==> config.mk <==
export PLATFORM = sky130hd
export DESIGN_NAME = uart_tx_frame
export DESIGN_NICKNAME = d
export VERILOG_FILES = /design/src/rtl/uart_pkg.sv /design/src/rtl/uart_baud_tick.sv /design/src/rtl/uart_tx_frame.sv
export SDC_FILE = /design/constraint.sdc
export NUM_CORES = 1
export LEC_CHECK = 0
export CORE_UTILIZATION = 46
export DETAILED_ROUTE_END_ITERATION = 7
export GPL_ROUTABILITY_DRIVEN = 0
export GPL_TIMING_DRIVEN = 0
export PLACE_DENSITY_LB_ADDON = 0.12
export SYNTH_ARGS = -nofsm -noshare
export SYNTH_HDL_FRONTEND = slang
export SYNTH_HIERARCHICAL = 1
export SYNTH_SLANG_ARGS = --single-unit
==> constraint.sdc <==
create_clock -name clk -period 1.8 [get_ports clk]
set_clock_uncertainty 0.05 [all_clocks]
set_input_delay 0.36 -clock clk [delete_from_list [all_inputs] [get_ports clk]]
set_output_delay 0.36 -clock clk [all_outputs]
set_load 0.02 [all_outputs]
==> src/rtl/uart_pkg.sv <==
// Shared types and line levels for the UART transmit path.
package uart_pkg;

  typedef enum logic [2:0] {
    IDLE   = 3'd0,
    START  = 3'd1,
    DATA   = 3'd2,
    PARITY = 3'd3,  // reserved when parity is not built in
    STOP   = 3'd4
  } uart_state_t;

  localparam logic UART_IDLE_LVL  = 1'b1;
  localparam logic UART_START_LVL = 1'b0;
  localparam logic UART_STOP_LVL  = 1'b1;

endpackage

==> src/rtl/uart_baud_tick.sv <==
// Bit-period counter: counts 0..CLKS_PER_BIT-1 and flags the last cycle of
// each serial bit. A synchronous clear holds it at zero.
module uart_baud_tick #(
  parameter int CLKS_PER_BIT = 16
) (
  input  logic clk,
  input  logic clr,
  output logic tick
);

  localparam int CW = (CLKS_PER_BIT > 1) ? $clog2(CLKS_PER_BIT) : 1;
  localparam logic [CW-1:0] LAST = CW'(CLKS_PER_BIT - 1);

  logic [CW-1:0] cnt;

  // Advance once per clock, wrapping at the last cycle of the bit.
  always_ff @(posedge clk) begin
    if (clr) begin
      cnt <= '0;
    end else if (cnt == LAST) begin
      cnt <= '0;
    end else begin
      cnt <= cnt + 1'b1;
    end
  end

  assign tick = (cnt == LAST);

endmodule

==> src/rtl/uart_tx_frame.sv <==
// UART transmitter: start bit, DATA_W data bits LSB first, optional even
// parity, one stop bit. Each bit lasts CLKS_PER_BIT clocks.
// Optional feature macro: UART_TX_PARITY_EN inserts the even-parity bit.
module uart_tx_frame
  import uart_pkg::*;
#(
  parameter int DATA_W       = 8,
  parameter int CLKS_PER_BIT = 16
) (
  input  logic              clk,
  input  logic              reset,
  input  logic [DATA_W-1:0] tx_data,
  input  logic              tx_valid,
  output logic              tx_ready,
  output logic              txd,
  output logic              tx_busy,
  output logic              tx_done
);

  localparam int IW = (DATA_W > 1) ? $clog2(DATA_W) : 1;
  localparam logic [IW-1:0] LAST_IDX = IW'(DATA_W - 1);

  uart_state_t       state;
  logic [DATA_W-1:0] shreg;
  logic [DATA_W-1:0] shreg_shift;
  logic [IW-1:0]     idx;
  logic              tick;
  logic              bit_clr;
`ifdef UART_TX_PARITY_EN
  logic              par;
`endif

  // The bit timer is idle-cleared so every frame starts on a fresh period;
  // between bits it wraps on its own, which restarts it on each state entry.
  assign bit_clr = reset || (state == IDLE);

  uart_baud_tick #(
    .CLKS_PER_BIT(CLKS_PER_BIT)
  ) u_tick (
    .clk (clk),
    .clr (bit_clr),
    .tick(tick)
  );

  assign shreg_shift = shreg >> 1;
  assign tx_ready    = (state == IDLE);
  assign tx_busy     = (state != IDLE);
  assign tx_done     = (state == STOP) && tick;

  // Frame sequencer; txd is registered alongside the state so the line
  // level always matches the state being held.
  always_ff @(posedge clk) begin
    if (reset) begin
      state <= IDLE;
      txd   <= UART_IDLE_LVL;
    end else begin
      case (state)
        IDLE: begin
          if (tx_valid) begin
            state <= START;
            txd   <= UART_START_LVL;
          end
        end
        START: begin
          if (tick) begin
            state <= DATA;
            txd   <= shreg[0];
          end
        end
        DATA: begin
          if (tick) begin
            if (idx == LAST_IDX) begin
`ifdef UART_TX_PARITY_EN
              state <= PARITY;
              txd   <= par;
`else
              state <= STOP;
              txd   <= UART_STOP_LVL;
`endif
            end else begin
              txd <= shreg_shift[0];
            end
          end
        end
`ifdef UART_TX_PARITY_EN
        PARITY: begin
          if (tick) begin
            state <= STOP;
            txd   <= UART_STOP_LVL;
          end
        end
`endif
        STOP: begin
          if (tick) begin
            state <= IDLE;
            txd   <= UART_IDLE_LVL;
          end
        end
        default: begin
          state <= IDLE;
          txd   <= UART_IDLE_LVL;
        end
      endcase
    end
  end

  // Byte capture at the handshake, then shift-out during DATA; these
  // registers carry payload only and need no reset.
  always_ff @(posedge clk) begin
    if (state == IDLE && tx_valid) begin
      shreg <= tx_data;
`ifdef UART_TX_PARITY_EN
      par   <= ^tx_data;
`endif
    end else if (state == DATA && tick && idx != LAST_IDX) begin
      shreg <= shreg_shift;
    end
  end

  // Data bit index: restarted on entry to DATA, stepped per bit.
  always_ff @(posedge clk) begin
    if (state == START) begin
      idx <= '0;
    end else if (state == DATA && tick && idx != LAST_IDX) begin
      idx <= idx + 1'b1;
    end
  end

endmodule

==> metrics <==
share of cells above drive strength 1=between 30% and 40%; TritonCTS clock tree=yes; DRT Pass-1 Iters=4; Setup Viol. Count Final=0; total core area=0.00194 sq mm; commonest non-fill, non-tap cells in the layout=clkdlybuf4s50_1 (11), dfxtp_1 (9), edfxtp_1 (8), mux2_2 (7), nor2_1 (7); Compound-Gate Fraction of Synth Area=12.1%; Max clock buf depth=2; flop and latch count out of synthesis=19; Crit Path Max Fanout=4; DRT antenna net count=0; Starting Density=approximately half; total track usage=between 10% and 20%; peak supply drop=~0.00034 V; routed length per instance=12.3 um; GRT overflow=0; Chip Width=between 40 and 50 um; detailed-placement wirelength estimate=1.13 mm; CTS sink cnt=19; status=complete, no violations; slowest CP cell=dfxtp_4; initial antenna violation count=0; leakage=roughly 0.00047 uW; Hold Fails Final Rpt=0; Place WS=-0.323 ns; Syn Nets=95; f_max=between 0.5 and 0.6 GHz; Worst EP arrival=around 1.4 ns; Ys Warns=6; total power=between 700 and 800 uW; Main synth FF type=dfxtp_1; vias per inst=5.06; Reg2Reg Setup Slack=0.18 ns; Net count, final=118; Tmin final=between 1.5 and 2 ns; largest family of logic cells by synthesized area=simple AND/OR/NAND/NOR gates; worst skew pair latency=just under 0.3 ns; worst setup margin=0.0212 ns; DIE HEIGHT=47.3 um; Synth Area in Adders=around 4%; Synth async-reset ratio=0%; commonest non-fill, non-tap cell in the layout=clkdlybuf4s50_1; post-synthesis mux area share=10.5%; 1st-iter DRT viols=9; first-pass GRT wire length=2.48 mm; vias in the first global route=602; DRC viols=0; clock root buffer=clkbuf_4; die footprint=about 0.0022 sq mm; area delta synth->final=27.4%; H-tree depth=1; CTS Buf Count=3; Critical Path Max Stage Delay=about 0.38 ns; crit-path cells=ha_4, and3_4, nand2_2, nor3_2, buf_4; Post-Route WL=roughly 1.6 mm; fin cells=130; syn avg cell area=11.6 sq um; Hold WC Path Type=flop to flop; CP bufs+invs=1; sequential-to-total area share from yosys stat=between 40% and 50%; row count=16; dpl cells=around 120; RSZ-0062 raised after global routing=true; IO Pins=15; final slew viol count=0; total power divided by cell area=between 600 and 700 mW/mm^2; diodes inserted=0; CP Class=flop to output pin; simple-gate area share of the yosys netlist=approximately 18%; max cap viols=0; Least-Margin Pin Slew=approximately 0.31 ns; final worst-path cycle share=approximately 99%; port bufs=14; Setup crit start kind=flop; largest net degree at the start of global routing=11; Post-synth EDFFs=8; Req. time, crit path=1.39 ns; synthesized instance count=81; Reg clk slew, reported paths=roughly 0.1 ns; XOR/XNOR Fraction of Synth Area=1.86%; Worst slew margin=around 79%; DR vias=approximately 660; Yosys cell types=33; Post-Syn Area=approximately 940 sq um; crit end category=output pin; cell family with most CP delay=simple AND/OR/NAND/NOR gates
[timing repair]
item,4_1_cts,5_1_grt
pin swaps,1,0
gates resized for setup,14,3
buffers inserted,3,1
endpoints found under the setup margin,11,1
hold buffers,0,0
[metal layers]
metal / wire [um] / up-vias / GRT usage (%)
li1: - / 341 / -
met1: 724 / 309 / 19.0
met2: 819 / 6 / 27.9
met3: 38 / 2 / 3.46
met4: 12 / 0 / 10.3
met5: 0 / - / 0
[power breakdown]
group	switching (uW)	internal (uW)
clock network	123	86.1
logic	46.6	64.4
registers	8.84	471
total	178	621
[cells in the mapped netlist, types with 2 or more instances]
cell type	count	area, sq um
mux2i_1	2	20.0
nand2_1	3	11.3
inv_1	3	11.3
nor2_1	7	26.3
a21oi_1	5	25.0
mux2_2	7	78.8
ha_1	3	37.5
o21ai_0	3	15.0
nand2b_1	3	18.8
edfxtp_1	8	240
nor3_2	2	20.0
dfxtp_1	11	220
buf_6	2	22.5
nand4b_1	2	17.5
nor3_1	2	10.0
[metrics by stage]
step | TNS, ns | hold slack [ns] | utilization, % | cell area (sq um)
after floorplan | 0 | 0.379 | - | 942
after global placement | -1.72 | 0.427 | 57.5 | 1120
after detailed placement | -2.02 | 0.439 | 57.5 | 1120
after CTS | -0.0164 | 0.412 | 60.9 | 1180
after global routing | -0.0371 | 0.493 | 61.8 | 1200
final | 0 | 0.458 | 61.8 | 1200
[registers in the layout, summed over array words and instances, names as in the netlist]
register / cells
shreg: 8
state: 3
idx: 3
u_tick/cnt: 4
txd: 1
[worst register-to-register path, delay by kind of cell (launching register included)]
family | cells | cell delay (ns)
compound gates | 3 | 0.35
fa+ha+maj | 1 | 0.17
buf+inv | 1 | 0.15
flops | 1 | 0.37
simple gates | 2 | 0.45
[layout make-up]
type / instances / area, sq um
clock buffer: 4 / 26.3
sequential: 19 / 465
timing repair buffer: 18 / 165
inverter: 3 / 11.3
buffer: 4 / 35.0
multi-input combinational: 55 / 463
fill: 173 / 742
tap: 27 / 33.8
[path summary, 6_finish.rpt]
kind / cells past startpoint / startpoint / end
setup reg to reg: 7 / u_tick/cnt[0]$_SDFF_PP0_ / txd$_SDFFE_PP1P_
setup / recovery: 5 / u_tick/cnt[0]$_SDFF_PP0_ / tx_done
hold / removal: 2 / u_tick/cnt[3]$_SDFF_PP0_ / u_tick/cnt[3]$_SDFF_PP0_
hold reg to reg: 2 / u_tick/cnt[3]$_SDFF_PP0_ / u_tick/cnt[3]$_SDFF_PP0_
[kinds of logic after synthesis]
group | count (synthesis)
and+or+nand+nor | 27
adders and majority gates | 3
buffers and inverters | 7
muxes | 9
DFF | 19
xor gates and xnor gates | 2
AOI/OAI and AO/OA | 14
Note: power is estimated with default switching activity, not from simulation.
==> variant 1 (config.mk and constraints unchanged) <==
`CLKS_PER_BIT` is set to 16 in 2 places; all go to 32.
--- a/src/rtl/uart_baud_tick.sv
+++ b/src/rtl/uart_baud_tick.sv
@@ -3,3 +3,3 @@
 module uart_baud_tick #(
-  parameter int CLKS_PER_BIT = 16
+  parameter int CLKS_PER_BIT = 32
 ) (
--- a/src/rtl/uart_tx_frame.sv
+++ b/src/rtl/uart_tx_frame.sv
@@ -7,3 +7,3 @@
   parameter int DATA_W       = 8,
-  parameter int CLKS_PER_BIT = 16
+  parameter int CLKS_PER_BIT = 32
 ) (
Check against the original RTL: same outputs for any inputs over 10 cycles, from zero or initial values and one cycle with reset high; that may be too few to reach the edited logic, so the function may still have changed.
==> variant 1 against the original RTL <==
  * The run now ends with negative setup slack left
  * Synthesized cell count grew 2.5%
  * Sequential share of layout area increased by 0.21 points
  * Final area grew 4.3%
  * Sequential power up 4.4%
  * Sequential cell count is 1 higher
  * Wire length is 5.5% higher
  * Via count increased by 5.0%
  * Power grew 3.2%
  * Worst setup slack lost 0.036 ns
  * Area after synthesis rose by 4.0%
  * Critical endpoint unchanged
  * Highest routed layer unchanged
==> variant 1: results (changes against the original RTL) <==
metric	value	unit	change
outcome	finished with violations		
violations	negative setup slack		
grt_use_total	16.6	%	+0.054 points
drt-met1-wl	812	um	+12%
avgSynthCellArea	11.8	um2	+1.5%
holdWs	0.413	ns	-0.0453 ns
fill_cells	169		-2.3%
hold_end	u_tick/cnt[0]		
dpl-instance-area	1180	um2	+5.6%
synth_area_leaders	dfxtp_1 (25%), edfxtp_1 (25%), mux2_2 (8.0%), ha_1 (5.1%), a2111oi_4 (2.8%)		
crit_arrival	1.41	ns	+0.04 ns
met3_length	54	um	+42%
dp_hpwl	1.21	mm	+7.4%
biggestRegsByFlops	shreg (8), u_tick/cnt (5)		
r2r_start	u_tick/cnt[1]		
place_inst	124		+1.6%
wl_met2	782	um	-4.5%
min_from	u_tick/cnt[0]		
multi_input_area_share	40.8	%	+2.2 points
grt_use_met3	3.33	%	-0.13 points
buffers	20		-9.1%
grt_pass1_vias	622		+3.3%
inverters_excl_clock	2		-1
syn_area	980	um2	+4.0%
p_leak	0.486	nW	+3.7%
drive_above_1_share	32.0	%	-0.97 points
grt_max_degree	12		+1
sh_seq_area	39.0	%	+0.21 points
syn-num-nets	98		+3.2%
worstHoldPathCells	1		-1
drtIter0Drc	7		-2
area_share_nonclk_buffers	14.8	%	-1.9 points
clk_share	2.10	%	-0.090 points
final-setup-viol-count	1		+1
clockBufferDepth	2		unchanged
num_vias	691		+5.0%
finalWorstSetupSlack	-0.0152	ns	-0.0364 ns
maxSlewHeadroom	79.1	%	-0.20 points
use_met2	26.1	%	-1.8 points
synth_compound_area_share	10.1	%	-2.0 points
synthAdderAreaFrac	5.11	%	+1.1 points
drt-vias-per-instance	5.32		+5.0%
yosysSeqAreaShare	49.0	%	+0.17 points
post-route-util	63.1	%	+1.3 points
dp_worst_setup_slack	-0.386	ns	-0.0630 ns
rrSetupSlack	0.02	ns	-0.16 ns
rr_worst_depth	8		+1
synth.area.mux_share	11.6	%	+1.1 points
ir_drop	0.462	mV	+35%
netlist-cell-type-count	35		+6.1%
reg2reg_to	idx[0]		
grt_pass1_wl	2.57	mm	+3.6%
synthXorXnorAreaFrac	1.79	%	-0.071 points
nMultiInputCombCells	57		+3.6%
clock_sinks	20		+1
grt_util_met1	21.8	%	+2.7 points
synth_common_cells	dfxtp_1 (12), edfxtp_1 (8), mux2_2 (7), nor2_1 (6), nor3_1 (5)		
## variant 1: report_power, final
group | switching, W | total (W) | internal [W]
combinational | 0.0000477 | 0.000112 | 0.0000641
sequential | 0.00000851 | 0.000500 | 0.000492
clock | 0.000132 | 0.000213 | 0.0000806
## variant 1: cell families after synthesis
family                   count (synthesis)
buffers and inverters                    6
adder cells (fa/ha/maj)                  4
AO/OA/AOI/OAI                           11
XOR/XNOR                                 2
multiplexers                            10
flip-flops                              20
AND/OR/NAND/NOR                         30
## variant 1: stage by stage
step,setup TNS (ns),power (W)
after floorplan,0,0.000578
after global placement,-1.07,0.000621
after detailed placement,-1.21,0.000624
after CTS,-0.0377,0.000833
after global routing,-0.511,0.000865
final,-0.0152,0.000825
## variant 1: how the worst max path moves through the flow
stage | slack, ns | depth (start not counted) | startpoint | endpoint
2_1_floorplan | 0.07 | 5 | u_tick/cnt[0] | shreg[0]
4_1_cts | -0.04 | 6 | u_tick/cnt[1] | tx_done
3_3_place_gp | -0.36 | 6 | u_tick/cnt[0] | tx_done
5_1_grt | -0.11 | 6 | u_tick/cnt[1] | tx_done
6_report | -0.02 | 6 | u_tick/cnt[1] | tx_done
3_5_place_dp | -0.39 | 6 | u_tick/cnt[0] | tx_done
## variant 1: what timing repair did
action                                  in CTS  in global routing
gates cloned                                 0                  0
endpoints found under the setup margin      11                 14
gates resized for setup                     13                  5
endpoints found under the hold margin        0                  0
pin swaps                                    2                  1
setup buffers                                2                  0
## variant 1: critical path: cells and delay by family, from the launching register on
family                     cells  cell delay (ns)
DFF                            1             0.38
adders and majority gates      2             0.26
buffers and inverters          1             0.16
and+or+nand+nor                3             0.32
==> variant 2 (same settings) <==
Made on the original files. Reset style: asynchronous (`reset`), changed in one clocked block.
--- a/src/rtl/uart_tx_frame.sv
+++ b/src/rtl/uart_tx_frame.sv
@@ -51,3 +51,3 @@
   // level always matches the state being held.
-  always_ff @(posedge clk) begin
+  always_ff @(posedge clk or posedge reset) begin
     if (reset) begin
Check against the original RTL: differs if reset is asserted again (counterexample within 4 cycles, from zero or initial values and one cycle with reset high); with reset held inactive, the same outputs for 10 cycles.
==> variant 2 against the original RTL <==
  * Synthesized cell count increased by 3.7%
  * Global-route usage decreased by 1.3 points
  * Wire length increased by 4.5%
  * Final area increased by 1.0%
  * Critical path depth decreased by 2
  * Worst setup slack improved by 0.042 ns
  * Sequential cell count unchanged
  * Area after synthesis increased by 5.8%
Power is not compared: it rests on default switching activity, and its combinational part moved more than twofold at a synthesized area within 25%.
==> variant 2: results (changes against the original RTL) <==
metric	value	unit	change
ir_drop	0.429	mV	
dp_hpwl	1.23	mm	+9.4%
dp_worst_setup_slack	-0.471	ns	-0.148 ns
outcome	finished clean		
path_clk_slew	0.10	ns	about the same
cp_slowest_cell	dfrtp_1		
biggestRegsByFlops	shreg (8), u_tick/cnt (4)		
grt_pass1_wl	2.75	mm	+11%
cp_top_family	buffers and inverters		
reg2reg_to	shreg[2]		
synthAdderAreaFrac	3.76	%	-0.22 points
netlist-cell-type-count	34		+3.0%
finalWorstSetupSlack	0.0634	ns	+0.0422 ns
clk_latency	0.28	ns	
clockBufferDepth	2		unchanged
drtIter0Drc	5		-4
synth_flop_cell	edfxtp_1		
ctsRootBufferMaster	clkbuf_4		
synth_compound_area_share	7.40	%	-4.7 points
port_buffers	14		unchanged
htreeDepth	1		unchanged
grt_pass1_vias	623		+3.5%
crit_path_end	tx_ready		
worst_setup_path_start_kind	flop		
holdCritPathClass	input port to async pin		
cp_max_fo	9		+5
synth_common_cells	a21oi_1 (9), edfxtp_1 (8), nor2_1 (8), dfxtp_1 (7), mux2_4 (7)		
antenna_left	0		unchanged
wl	1.67	mm	+4.5%
synth_area_leaders	edfxtp_1 (24%), dfxtp_1 (14%), mux2_4 (11%), dfrtp_1 (7.5%), a21oi_1 (4.5%)		
grt_max_degree	12		+1
rr_worst_depth	5		-2
drt-vias-per-instance	5.00		-1.2%
rrSetupSlack	0.07	ns	-0.11 ns
yosysSeqAreaShare	48.3	%	-0.57 points
dpl-instance-area	1180	um2	+5.4%
drive_above_1_share	33.3	%	+0.32 points
grt_use_total	15.3	%	-1.3 points
diodes	0		unchanged
cts_made_buffers	3		unchanged
syn-num-nets	98		+3.2%
synth.area.mux_share	15.7	%	+5.2 points
p_leak	0.481	nW	
synthXorXnorAreaFrac	1.76	%	-0.10 points
drt-pass1-iter-count	4		unchanged
crit_arrival	1.33	ns	-0.04 ns
nets	117		-0.85%
r2r_start	state[1]		
maxSlewHeadroom	83.2	%	+3.9 points
antenna_found_initial	0		unchanged
async_reset_ff_share	21.1	%	+21 points
-- variant 2: cell count changes after synthesis, moves of 2 or more --
cell and delta:
mux2_4 +7, mux2_2 -6, a21oi_1 +4, dfxtp_1 -4
dfrtp_1 +3, mux2i_1 +2, nand2b_1 -2
-- variant 2: layout make-up --
type / instances / area, um2
Buffer: 4 / 31.3
Clock buffer: 4 / 26.3
Fill cell: 181 / 790
Inverter: 3 / 11.3
Multi-Input combinational cell: 56 / 473
Sequential cell: 19 / 489
Tap cell: 27 / 33.8
Timing Repair Buffer: 16 / 148
-- variant 2: power by group --
group,internal [W],switching [W]
sequential,0.000455,0.00000905
clock,0.0000860,0.000119
combinational,0.0000320,0.0000154
-- variant 2: routing by layer --
metal	track usage, %	vias up	wire, um
met3	2.83	2	46
li1	-	330	-
met5	0	-	0
met2	24.2	9	779
met1	20.7	304	823
met4	5.88	0	18
-- variant 2: per-stage QoR --
step	hold WS, ns	TNS [ns]	instances
2_1_floorplan	0.0835	0	84
4_1_cts	0.216	-0.0142	130
5_1_grt	0.239	-0.00475	129
6_report	0.218	0	129
3_5_place_dp	0.440	-1.95	125
3_3_place_gp	0.426	-1.46	125
-- variant 2: how the worst min path moves through the flow --
stage / start / end / slack, ns / depth (start not counted)
after global routing: reset / state[2] / 0.24 / 2
final: reset / state[2] / 0.22 / 2
after CTS: reset / state[2] / 0.22 / 2
after floorplan: reset / state[0] / 0.08 / 1
after detailed placement: u_tick/cnt[3] / u_tick/cnt[3] / 0.44 / 2
after global placement: u_tick/cnt[3] / u_tick/cnt[3] / 0.43 / 2
-- variant 2: cells by family (layout without fill, tap and decap cells) --
kind of cell               after synthesis  count (layout)
muxes                                   12              12
adders and majority gates                3               3
and+or+nand+nor                         25              25
buffers and inverters                    9              27
AOI/OAI and AO/OA                       14              14
DFF                                     19              19
xor gates and xnor gates                 2               2
-- variant 2: what timing repair did --
item / in CTS / in global routing
gates resized for setup: 15 / 6
hold endpoints to repair: 0 / 0
setup buffers: 2 / 0
pin swaps: 2 / 2
setup endpoints to repair: 13 / 19
